## config.mk

```make
export PLATFORM = sky130hd
export DESIGN_NAME = tamagotchi_button_ctrl
export DESIGN_NICKNAME = d
export VERILOG_FILES = /design/src/rtl/tamagotchi_button_ctrl.sv
export SDC_FILE = /design/constraint.sdc
export NUM_CORES = 1
export LEC_CHECK = 0
export CAP_MARGIN = 25
export CORE_ASPECT_RATIO = 0.8
export CORE_MARGIN = 2
export CORE_UTILIZATION = 45
export DETAILED_ROUTE_END_ITERATION = 6
export PLACE_DENSITY_LB_ADDON = 0.2
export SLEW_MARGIN = 30
export SYNTH_ARGS = -nofsm -noshare
export SYNTH_HDL_FRONTEND = slang
export SYNTH_SLANG_ARGS = --single-unit
```

## constraint.sdc

```tcl
create_clock -name clk -period 3.9 [get_ports clk]
set_input_delay 0.585 -clock clk [delete_from_list [all_inputs] [get_ports clk]]
set_output_delay 0.585 -clock clk [all_outputs]
set_load 0.01 [all_outputs]
```

## src/rtl/tamagotchi_button_ctrl.sv

```systemverilog
// NEXT/PREV push-button front end for the tamagotchi state FSM: sync, debounce, auto-repeat,
// and wrap-around selection over indices 0..NUM_SEL-1 with one-cycle change_state requests.
module tamagotchi_button_ctrl #(
  parameter int DEBOUNCE_CYCLES = 500000,
  parameter int LONG_CYCLES     = 25000000,
  parameter int REPEAT_CYCLES   = 10000000,
  parameter int NUM_SEL         = 6
) (
  input  logic       clk,
  input  logic       rst,
  input  logic       btn_next_raw,
  input  logic       btn_prev_raw,
  input  logic       fsm_dead,
  output logic [2:0] change_state,
  output logic [2:0] sel_idx
);

  localparam int DB_W   = $clog2(DEBOUNCE_CYCLES);
  localparam int HOLD_W = $clog2(LONG_CYCLES + 1);

  localparam logic [DB_W-1:0]   DB_LAST   = DB_W'(DEBOUNCE_CYCLES - 1);
  localparam logic [HOLD_W-1:0] LONG_CNT  = HOLD_W'(LONG_CYCLES);
  localparam logic [HOLD_W-1:0] REP_CNT   = HOLD_W'(REPEAT_CYCLES);
  localparam logic [2:0]        SEL_MAX   = 3'(NUM_SEL - 1);
  localparam logic [2:0]        IDLE_CODE = 3'd7;
  localparam logic [2:0]        RESET_SEL = 3'd2;

  // Bit 0 is NEXT, bit 1 is PREV throughout.
  logic [1:0] raw;
  logic [1:0] sync1;
  logic [1:0] sync2;
  logic [1:0] level;
  logic [1:0] level_d;
  logic [1:0] rep_phase;
  logic [1:0] hold_run;
  logic [1:0] hold_fire;
  logic [1:0] press;
  logic [1:0] btn_evt;

  logic [DB_W-1:0]   db_cnt   [2];
  logic [HOLD_W-1:0] hold_cnt [2];

  logic [2:0] next_sel;
  logic       fire;

  assign raw      = {btn_prev_raw, btn_next_raw};
  assign press    = level & ~level_d;
  assign hold_run = {level[1] & ~level[0], level[0] & ~level[1]} & {2{~fsm_dead}};
  assign btn_evt  = press | hold_fire;

  // The first repeat waits LONG_CYCLES from the press; later ones reload to 1 and wait REPEAT_CYCLES.
  always_comb begin
    hold_fire = '0;
    for (int i = 0; i < 2; i++) begin
      if (hold_run[i]) begin
        hold_fire[i] = rep_phase[i] ? (hold_cnt[i] == REP_CNT) : (hold_cnt[i] == LONG_CNT);
      end
    end
  end

  always_ff @(posedge clk or posedge rst) begin
    if (rst) begin
      sync1     <= '0;
      sync2     <= '0;
      level     <= '0;
      level_d   <= '0;
      rep_phase <= '0;
      for (int i = 0; i < 2; i++) begin
        db_cnt[i]   <= '0;
        hold_cnt[i] <= '0;
      end
    end else begin
      sync1   <= raw;
      sync2   <= sync1;
      level_d <= level;
      for (int i = 0; i < 2; i++) begin
        if (sync2[i] != level[i]) begin
          if (db_cnt[i] == DB_LAST) begin
            level[i]  <= ~level[i];
            db_cnt[i] <= '0;
          end else begin
            db_cnt[i] <= db_cnt[i] + DB_W'(1);
          end
        end else begin
          db_cnt[i] <= '0;
        end

        if (!hold_run[i]) begin
          hold_cnt[i]  <= '0;
          rep_phase[i] <= 1'b0;
        end else if (hold_fire[i]) begin
          hold_cnt[i]  <= HOLD_W'(1);
          rep_phase[i] <= 1'b1;
        end else begin
          hold_cnt[i] <= hold_cnt[i] + HOLD_W'(1);
        end
      end
    end
  end

  // Simultaneous NEXT and PREV events cancel; a dead pet swallows everything.
  always_comb begin
    next_sel = sel_idx;
    fire     = 1'b0;
    if (!fsm_dead) begin
      case (btn_evt)
        2'b01: begin
          next_sel = (sel_idx == SEL_MAX) ? 3'd0 : sel_idx + 3'd1;
          fire     = 1'b1;
        end
        2'b10: begin
          next_sel = (sel_idx == 3'd0) ? SEL_MAX : sel_idx - 3'd1;
          fire     = 1'b1;
        end
        default: begin
          next_sel = sel_idx;
          fire     = 1'b0;
        end
      endcase
    end
  end

  always_ff @(posedge clk or posedge rst) begin
    if (rst) begin
      sel_idx      <= RESET_SEL;
      change_state <= IDLE_CODE;
    end else begin
      sel_idx      <= next_sel;
      change_state <= fire ? next_sel : IDLE_CODE;
    end
  end

endmodule

```

==> impl_metrics.yaml <==
outcome:
  status: "finished, final reports clean"
clock_tree:
  clockBufferDepth: 2
  clk_latency_ns: 0.35
  cts_made_buffers: 9
  path_clk_slew_ns: 0.08
  postCtsSetupBuffers: 0
  cts_max_level: 3
  cts.sinks: 104
  cts_hold_buffers: 0
  ctsResizeCount: 0
  cts_tree: "done"
  cts_root_buf: "clkbuf_16"
route:
  drc: 0
  antenna_left: 0
  drtIter0Drc: 290
  detail_route.vias_per_cell: 5.85
  vias: 4192
  wire_per_inst_um: 15.3
  wirelength_mm: 11.0
  dr.pass1.iters: 4
worst_hold_path:
  hp-class: "flop to flop"
  holdPathStages: 0
  hold_end: "sync2[1]$_DFF_PP0_"
  hp-start: "sync1[1]$_DFF_PP0_"
critical_path:
  rr_worst_depth: 8
  crit_fanout: 8
  reg2reg_slack_ns: 1.19
  worst_ep_arrival_time_ns: 2.97
  start_kind: "flop"
  r2r-end: "sel_idx[0]$_DFF_PP0_"
  crit_required_ns: 4.17
  crit_type: "flop to flop"
  r2r_start: "hold_cnt[21]$_DFF_PP0_"
  worst_setup_path_end_kind: "flop"
cells_and_area:
  fillers: 1105
  layout-drive-gt1-share_pct: 7.27
  area_delta_synth_final_pct: 9.12
  antenna_cells: 0
  fin_cells: 716
  nets: 573
timing:
  finalSetupViolCount: 0
  rsz0062_at_grt: "no"
  fin_tns_setup_ns: 0
  slew_viol_final: 0
  worst_slew_pin_slew_ns: 0.876
  max_freq_ghz: 0.369
  fin_crit_ns: 2.71
  clock_skew_ns: 0.0104
  setup_ws_ns: 1.19
  period_share_pct: 69.4
  hold_slack_ns: 0.353
  hold_viol: 0
  relSlewSlack_pct: 41.4
global_routing:
  grt_pass1_vias: 3800
  grt_max_degree: 59
  gr-total-overflow: 0
  grt_pass1_wl_mm: 18.4
  grt_antenna_before_repair: 0
  grt_usage_pct: 17.4
yosys:
  avgSynthCellArea_um2: 9.83
  syn_inst: 561
  yosysWarnings: 0
  synth_area_um2: 5510
  synth_top_area_share_pct: 45.4
  synth_top_area_cell: "dfrtp_1"
  synth_cell_types: 51
  syn_nets: 575
  synth_flop_cell: "dfrtp_1"
  synth_seq_cells: 104
  async_flop_share_pct: 100
  synth_edf_count: 0
  synth_area_leaders: "dfrtp_1, xor2_1, nand4_1"
  ys_seq_area_share_pct: 47.3
job:
  maxCapViolations: 0
placement:
  io_buffer_count: 10
  dp.cells: 700
  place_congestion: 0.802
  place_worst_setup_slack_ns: 1.23
  place_hpwl_mm: 7.49
pwr:
  powerDensity_nw_per_um2: 334
  ir_drop_v: 0.000191
  p_leak_uw: 0.00225
floorplanning:
  ios: 11
  fp-row-count: 36
  dieArea_um2: 13200
  core_area_um2: 12100
  die_y_um: 103
  fp.dieW_um: 128
  initial_core_util_pct: 45.7
==> cells in the mapped netlist, types with 2 or more instances <==
master	instances
o31ai_1	14
a21oi_1	13
nand4b_1	2
nor2_1	35
nor4b_1	6
xor2_1	31
mux2_2	2
nor3b_1	4
buf_2	7
a22o_1	2
and4_1	8
clkbuf_1	21
nand2_1	38
o22ai_1	2
nor2b_1	4
nand3_1	29
and2_1	9
dfrtp_1	100
and3b_1	2
inv_1	17
or3_1	19
dfstp_2	4
or4_1	16
or4_4	2
and4b_1	4
nor3_1	28
o21ai_0	23
or4b_1	2
a2111oi_4	2
o21ai_1	3
a22oi_1	2
nand4_1	30
ha_1	9
and3_1	6
nor4_1	9
xnor2_1	20
a211oi_1	19
o21a_1	4
==> report_power, final <==
group	total (µW)	switching (µW)	internal [µW]
clock	873	427	447
combinational	45.7	33.5	12.2
sequential	1090	5.72	1080
==> critical path, stage by stage (launching register included) <==
cell and delay (ns):
dfrtp_1 0.44, nand4_1 0.12, or4b_1 0.57, a2111oi_4 0.38, a22o_1 0.19, ha_1 0.24
nor2_1 0.36, o21ai_0 0.16, o21ai_0 0.16
==> registers in the layout, summed over array words and instances, names as in the netlist <==
name / flops
hold_cnt: 50
db_cnt: 38
sync1: 2
sync2: 2
sel_idx: 3
change_state: 3
level_d: 2
rep_phase: 2
level: 2
==> routing by layer <==
layer | vias to the layer above | global-route usage [%] | part of all wire (%)
met3 | 11 | 4.15 | 3.8
met2 | 71 | 26.9 | 44
met4 | 0 | 4.14 | 0.96
met1 | 2046 | 25.0 | 51
met5 | - | 0 | 0
li1 | 2064 | - | -
==> placed cells by master, fill, tap and decap left out, drive strengths merged, types with 9 or more instances in the layout <==
| master | count |
|---|---|
| a21oi | 13 |
| nand2 | 39 |
| nor2 | 35 |
| nand4 | 31 |
| ha | 9 |
| inv | 21 |
| xnor2 | 20 |
| clkbuf | 9 |
| nand3 | 30 |
| o21ai | 26 |
| or3 | 19 |
| or4 | 19 |
| dfrtp | 100 |
| o31ai | 14 |
| xor2 | 31 |
| nor4 | 9 |
| and4 | 9 |
| clkdlybuf4s50 | 10 |
| and2 | 9 |
| nor3 | 28 |
| a211oi | 20 |
==> final cells by class <==
type	count	area, µm²	area share [%]
flip-flops and latches	104	2610	43.3
clock buffers	9	225	3.74
inverters	17	66.3	1.10
multi-input cells	411	2720	45.2
repair buffers	16	145	2.41
well taps	152	190	3.16
clock inverters	7	61.3	1.02
==> through the flow <==
stage	total power (µW)	util [%]	instance area, µm²
6_report	2010	49.8	6020
4_1_cts	2040	49.8	6020
3_5_place_dp	1160	47.5	5730
5_1_grt	2090	49.8	6020
2_1_floorplan	1140	-	5510
3_3_place_gp	1160	47.4	5730
==> worst max-delay path by stage <==
stage	to	slack [ns]	startpoint
CTS	sel_idx[0]$_DFF_PP0_	1.20	hold_cnt[21]$_DFF_PP0_
global route	sel_idx[0]$_DFF_PP0_	0.96	hold_cnt[21]$_DFF_PP0_
finish	sel_idx[0]$_DFF_PP0_	1.19	hold_cnt[21]$_DFF_PP0_
detailed placement	sel_idx[0]$_DFF_PP0_	1.23	hold_cnt[21]$_DFF_PP0_
global placement	sel_idx[0]$_DFF_PP0_	1.34	hold_cnt[25]$_DFF_PP0_
floorplan	db_cnt[0]$_DFF_PP0_	0.59	rst
==> cells by family after synthesis <==
kind of cell / after synthesis / share of synthesized area [%]
adder cells (fa/ha/maj): 9 / 2.04
flip-flops: 104 / 47.3
multiplexers: 3 / 0.590
AND/OR/NAND/NOR: 261 / 27.6
AO/OA/AOI/OAI: 87 / 10.9
buffers and inverters: 46 / 3.43
XOR/XNOR: 51 / 8.10
Note: power is estimated with default switching activity, not from simulation.
